--- src/rtl/cpu_types_pkg.sv ---
// Shared CPU types: word type, arbiter state encoding and watchdog sizing helper.
// Pure declarations; no latency or flow control.
package cpu_types_pkg;

  typedef logic [31:0] word_t;

  typedef enum logic [1:0] {IDLE, IACC, DACC, HIT} arbstate_t;

  localparam int DEFAULT_TIMEOUT = 64;

  // Watchdog width must hold the value TIMEOUT itself.
  function automatic int wdog_width(input int timeout);
    return $clog2(timeout + 1);
  endfunction

endpackage

--- src/rtl/memory_arbiter.sv ---
// Single-port RAM arbiter for instruction/data requests, data wins ties; hit pulses one cycle
// after ramready (2-cycle minimum), requests are levels held until hit, watchdog aborts stuck RAM.
module memory_arbiter
  import cpu_types_pkg::*;
#(
  parameter int TIMEOUT = DEFAULT_TIMEOUT
) (
  input  logic  CLK,
  input  logic  nRST,
  input  logic  iREN,
  input  word_t iaddr,
  output logic  ihit,
  output word_t iload,
  input  logic  dREN,
  input  logic  dWEN,
  input  word_t daddr,
  input  word_t dstore,
  output logic  dhit,
  output word_t dload,
  output logic  ramREN,
  output logic  ramWEN,
  output word_t ramaddr,
  output word_t ramstore,
  input  word_t ramload,
  input  logic  ramready,
  output logic  memerr
);

  localparam int WDOG_W = wdog_width(TIMEOUT);
  localparam logic [WDOG_W-1:0] WDOG_LAST = WDOG_W'(TIMEOUT - 1);

  arbstate_t         r_state;
  arbstate_t         w_next;
  logic [WDOG_W-1:0] r_wdog;
  logic              w_dreq;
  logic              w_timeout;

  assign w_dreq = dREN | dWEN;
  // Abort on the last permitted strobe cycle so the strobes stay high exactly TIMEOUT cycles.
  assign w_timeout = !ramready && (r_wdog == WDOG_LAST);

  always_comb begin
    w_next = r_state;
    case (r_state)
      IDLE: begin
        if (w_dreq)    w_next = DACC;
        else if (iREN) w_next = IACC;
      end
      IACC, DACC: begin
        if (ramready)       w_next = HIT;
        else if (w_timeout) w_next = IDLE;
      end
      HIT:     w_next = IDLE;
      default: w_next = IDLE;
    endcase
  end

  always_ff @(posedge CLK or negedge nRST) begin
    if (!nRST) r_state <= IDLE;
    else       r_state <= w_next;
  end

  always_ff @(posedge CLK or negedge nRST) begin
    if (!nRST) begin
      ihit     <= 1'b0;
      dhit     <= 1'b0;
      iload    <= '0;
      dload    <= '0;
      ramREN   <= 1'b0;
      ramWEN   <= 1'b0;
      ramaddr  <= '0;
      ramstore <= '0;
      memerr   <= 1'b0;
      r_wdog   <= '0;
    end else begin
      ihit <= 1'b0;
      dhit <= 1'b0;
      case (r_state)
        IDLE: begin
          if (w_dreq) begin
            ramaddr  <= daddr;
            ramstore <= dstore;
            ramWEN   <= dWEN;
            ramREN   <= dREN & ~dWEN;
            r_wdog   <= '0;
          end else if (iREN) begin
            ramaddr <= iaddr;
            ramREN  <= 1'b1;
            ramWEN  <= 1'b0;
            r_wdog  <= '0;
          end
        end
        IACC, DACC: begin
          if (ramready) begin
            ramREN <= 1'b0;
            ramWEN <= 1'b0;
            if (r_state == IACC) begin
              ihit  <= 1'b1;
              iload <= ramload;
            end else begin
              dhit <= 1'b1;
              if (!ramWEN) dload <= ramload;
            end
          end else if (w_timeout) begin
            ramREN <= 1'b0;
            ramWEN <= 1'b0;
            memerr <= 1'b1;
          end else begin
            r_wdog <= r_wdog + 1'b1;
          end
        end
        default: ;
      endcase
    end
  end

endmodule

--- config.mk ---
export PLATFORM = sky130hd
export DESIGN_NAME = memory_arbiter
export DESIGN_NICKNAME = d
export VERILOG_FILES = /design/src/rtl/cpu_types_pkg.sv /design/src/rtl/memory_arbiter.sv
export SDC_FILE = /design/constraint.sdc
export NUM_CORES = 1
export LEC_CHECK = 0
export ABC_AREA = 1
export CORE_MARGIN = 3
export CORE_UTILIZATION = 25
export DETAILED_ROUTE_END_ITERATION = 12
export GPL_TIMING_DRIVEN = 0
export HOLD_SLACK_MARGIN = 0.15
export SETUP_SLACK_MARGIN = 0.1
export SLEW_MARGIN = 20
export SYNTH_ARGS = -nofsm -noshare
export SYNTH_HDL_FRONTEND = slang
export SYNTH_SLANG_ARGS = --single-unit
--- constraint.sdc ---
create_clock -name CLK -period 3.4 [get_ports CLK]
set_input_delay 1.02 -clock CLK [delete_from_list [all_inputs] [get_ports CLK]]
set_output_delay 1.02 -clock CLK [all_outputs]
set_load 0.01 [all_outputs]
-- Word level (Yosys, flattened, before mapping)
Index checks and enable logic that the tools add are counted.
- logic and storage cells: 66
- register bits: 142
- multiplexer cells: 26
- equality and inequality tests: 8
- $add $sub $neg: 1
- bitwise gates (word level): 6
- reductions and logical operators: 14
- operators with widths (cell ; count):
    32-bit 2-to-1 mux ; 2
    7-bit 2-to-1 mux ; 4
    7-bit case mux with 2 select lines ; 1
    1-bit 2-to-1 mux ; 12
    3-bit AND reduction ; 3
    2-bit 2-to-1 mux ; 4
    4-bit AND reduction ; 2
    7-bit by 1-bit adder with 7-bit output (second input constant) ; 1
    7-bit by 6-bit equality test with 1-bit output (second input constant) ; 1
    3-bit != test (second input constant) ; 2
    2-bit case mux with 3 select lines ; 1
    2-bit AND reduction ; 3
    2-bit equality test (second input constant) ; 2
    2-bit != test (second input constant) ; 2
    1-bit inverter ; 4
    1-bit case mux with 2 select lines ; 2
    2-bit nonzero test ; 2
    2-bit by 1-bit equality test with 1-bit output (second input constant) ; 1
    2-bit zero test ; 1
    2-bit OR reduction ; 1
    1-bit bitwise AND ; 1
    1-bit logical AND ; 1
    1-bit zero test ; 1
    1-bit bitwise OR ; 1

-- Logic depth before layout (Yosys ltp)
- depth in word-level cells: 5
- mapped depth: 12
- depth with buffers taken out: 10

-- Worst setup path before layout
OpenSTA, ideal clock, no wires.
- path kind: input -> register
- from: input port dREN
- to: register ramstore[10]
- required time: 3.272 ns
- setup slack: 1.407 ns
- stages on the path: 5
- data arrival time: 1.865 ns
- path buffers: 1
- path through: nor2_4 -> inv_2 -> nand2_2 -> buf_4 -> mux2_1
- word-level cells in the longest chain between the ends: 2
- ends and longest elaborated chain (what ; RTL line ; text):
    from (decl) ; memory_arbiter.sv:14 ; input logic dREN,
    1-bit bitwise OR ; memory_arbiter.sv:38 ; assign w_dreq = dREN | dWEN;
    2-bit AND reduction (no source line) ; - ;
    to (signal assigned) ; memory_arbiter.sv:82 ; ramstore <= dstore;
    to (decl) ; memory_arbiter.sv:23 ; output word_t ramstore,
Every way passes these cells.
A chain may end at the register's enable or synchronous reset.

-- Final worst setup path
- from: input port dWEN
- to: register ramstore[22]
- word-level cells in the longest chain between the ends: 2
- ends and longest elaborated chain (what ; RTL line ; text):
    from (decl) ; memory_arbiter.sv:15 ; input logic dWEN,
    1-bit bitwise OR ; memory_arbiter.sv:38 ;
    2-bit AND reduction (no source line) ; - ;
Every way passes these cells.

==> metrics.txt <==
outcome finished clean; I/O Pins 267; post-route ant nets 0; clk slew on worst S/H paths 0.06 ns; total setup buffers inserted after CTS 0; grt total ovfl 0; count of input and output buffers 266; TritonCTS Sinks 142; synthesized area 5771 um^2; fmax 400.4 MHz; Worst Tran Pin Value 0.5115 ns; initial antenna violation count 0; GP Congestion 0.7757; PnR Total Power 8.581 mW; Mean Syn Cell Area 9.814 um^2; first-pass GRT wire length 27290 um; post-place setup slack 0.4351 ns; final clock skew 0.01012 ns; most common cell after layout, fill and taps aside clkdlybuf4s50_1; DR WL/cell 15.13 um; Max Root-Sink Buffers 2; Post-CTS Hold Buffers 0; nets@finish 1012; row cnt 54; Post-Synthesis Cells 588; Worst-Skew Late Latency 0.41 ns; PD cells 909.5 nW/um^2; CP startpoint kind primary input; final setup fails 0; Area contributors post-synth dfrtp_1 (62%), nand2_1 (11%), o21ai_0 (6.0%); Die X 157.9 um; Synth warnings 0; register area share after synthesis 61.58%; leakage power 4.169 nW; Die Height 157.9 um; via count 5059; Rel. slew slack 65.90%; synth unique cells 24; vias in the first global route 5057; largest net degree at the start of global routing 86; final worst slack 0.9025 ns; CTS Buf Count 17; Crit. End Element register; # H-tree levels 4; Synth area leader dfrtp_1; share of layout cells above drive strength 1 6.426%; Slew Viols, Final 0; growth of design area from synthesis to finish 63.51%; VDD IR-drop max 0.2883 mV; worst-path fanout max 10; die area 24940 um^2; Starting Density 25.96%; fill count 2213; hpwl dp 13100 um; WHS 0.4757 ns; RSZ-0062 raised after global routing false; register bit count reported by yosys 142; DRT Pass-1 Iters 4; Fin. Hold Viols 0; DRT iter0 DRCs 252; CTS root buffer clkbuf_16; TNS Setup 0 ns; critical path class primary input to register; vias per std cell 4.335; post-CTS sizing 0; Hold/Removal Path Class register to register; drc violations 0; period utilization 73.45%; Post-Route WL 17660 um; Arrival @ worst endpoint 2.78 ns; Antenna diodes 0; Tmin final 2.497 ns; number of max-cap violations 0; gr usage total 14.02%; most frequent cells in the layout clkdlybuf4s50_1 (265), nand2_1 (163), dfrtp_1 (142); data required time of the critical path 3.69 ns; CTS tree done; CORE AREA 22230 um^2; synthesized net count 726; area share of the largest cell type after synthesis 61.58%
-- layout make-up --
type	count	area, um^2	share of cell area [%]
Buffer	31	160.2	1.697
Clock buffer	22	484.2	5.132
Clock inverter	10	135.1	1.432
Inverter	46	172.7	1.830
Multi-Input combinational cell	369	1884	19.97
Sequential cell	142	3553	37.66
Tap cell	280	350.3	3.713
Timing Repair Buffer	267	2695	28.56
-- power breakdown --
group / total, mW / internal [mW] / leakage [nW] / switching [mW]
Clock: 1.96 / 1.23 / 0.306 / 0.726
Combinational: 3.72 / 2.01 / 2.15 / 1.72
Sequential: 2.90 / 2.48 / 1.72 / 0.419
Total: 8.58 / 5.72 / 4.17 / 2.86
-- cell families after synthesis --
group,count (synthesis),synth area share (%)
simple gates,224,15.31
flops,142,61.58
compound gates,109,10.23
buf+inv,77,5.767
mux,32,6.244
fa+ha+maj,4,0.8673
-- worst max-delay path: stages --
cell and delay (ns):
clkdlybuf4s50_1 0.54, nor2_4 0.30, inv_2 0.15, nand2_2 0.19
buf_4 0.23, mux2_1 0.35
-- cells in the mapped netlist (all sizes together) --
master	count
a21boi	1
a21oi	1
a31oi	32
buf	16
clkbuf	15
dfrtp	142
ha	4
inv	46
mux2	32
nand2	166
nand3	9
nand3b	1
nand4	3
nor2	45
o21ai	74
o21bai	1
-- layer usage --
layer	GRT usage, %	vias to the layer above	share of wire, %
met2	22.92	177	47
met5	0	-	0
met1	17.33	2395	43
met3	5.714	11	8.9
li1	-	2476	-
met4	3.605	0	0.87
-- path summary, 6_finish.rpt --
path / start / to / slack (ns) / cells after the start
setup / recovery: dWEN / ramstore[22]$_DFFE_PN0P_ / 0.90 / 6
hold / removal: memerr$_DFFE_PN0P_ / memerr$_DFFE_PN0P_ / 0.48 / 2
setup reg to reg: r_state[0]$_DFFE_PN0P_ / dload[25]$_DFFE_PN0P_ / 1.38 / 8
hold reg to reg: memerr$_DFFE_PN0P_ / memerr$_DFFE_PN0P_ / 0.48 / 2
max in group asynchronous: nRST / r_wdog[6]$_DFFE_PN0P_ / 2.09 / 2
min in group asynchronous: nRST / ramaddr[10]$_DFFE_PN0P_ / 0.51 / 1
-- per-stage QoR --
stage	cell area, um^2	cells	util (%)
after floorplan	5771	588	-
after global placement	8783	1134	39.51
after detailed placement	8816	1135	39.66
after CTS	9435	1167	42.45
after global routing	9435	1167	42.45
final	9435	1167	42.45
-- registers in the layout, indices dropped and copies added (netlist names) --
register	cells
memerr	1
r_wdog	7
dload	32
ihit	1
ramWEN	1
iload	32
ramaddr	32
ramREN	1
ramstore	32
dhit	1
r_state	2
Note: power is estimated with default switching activity, not from simulation.
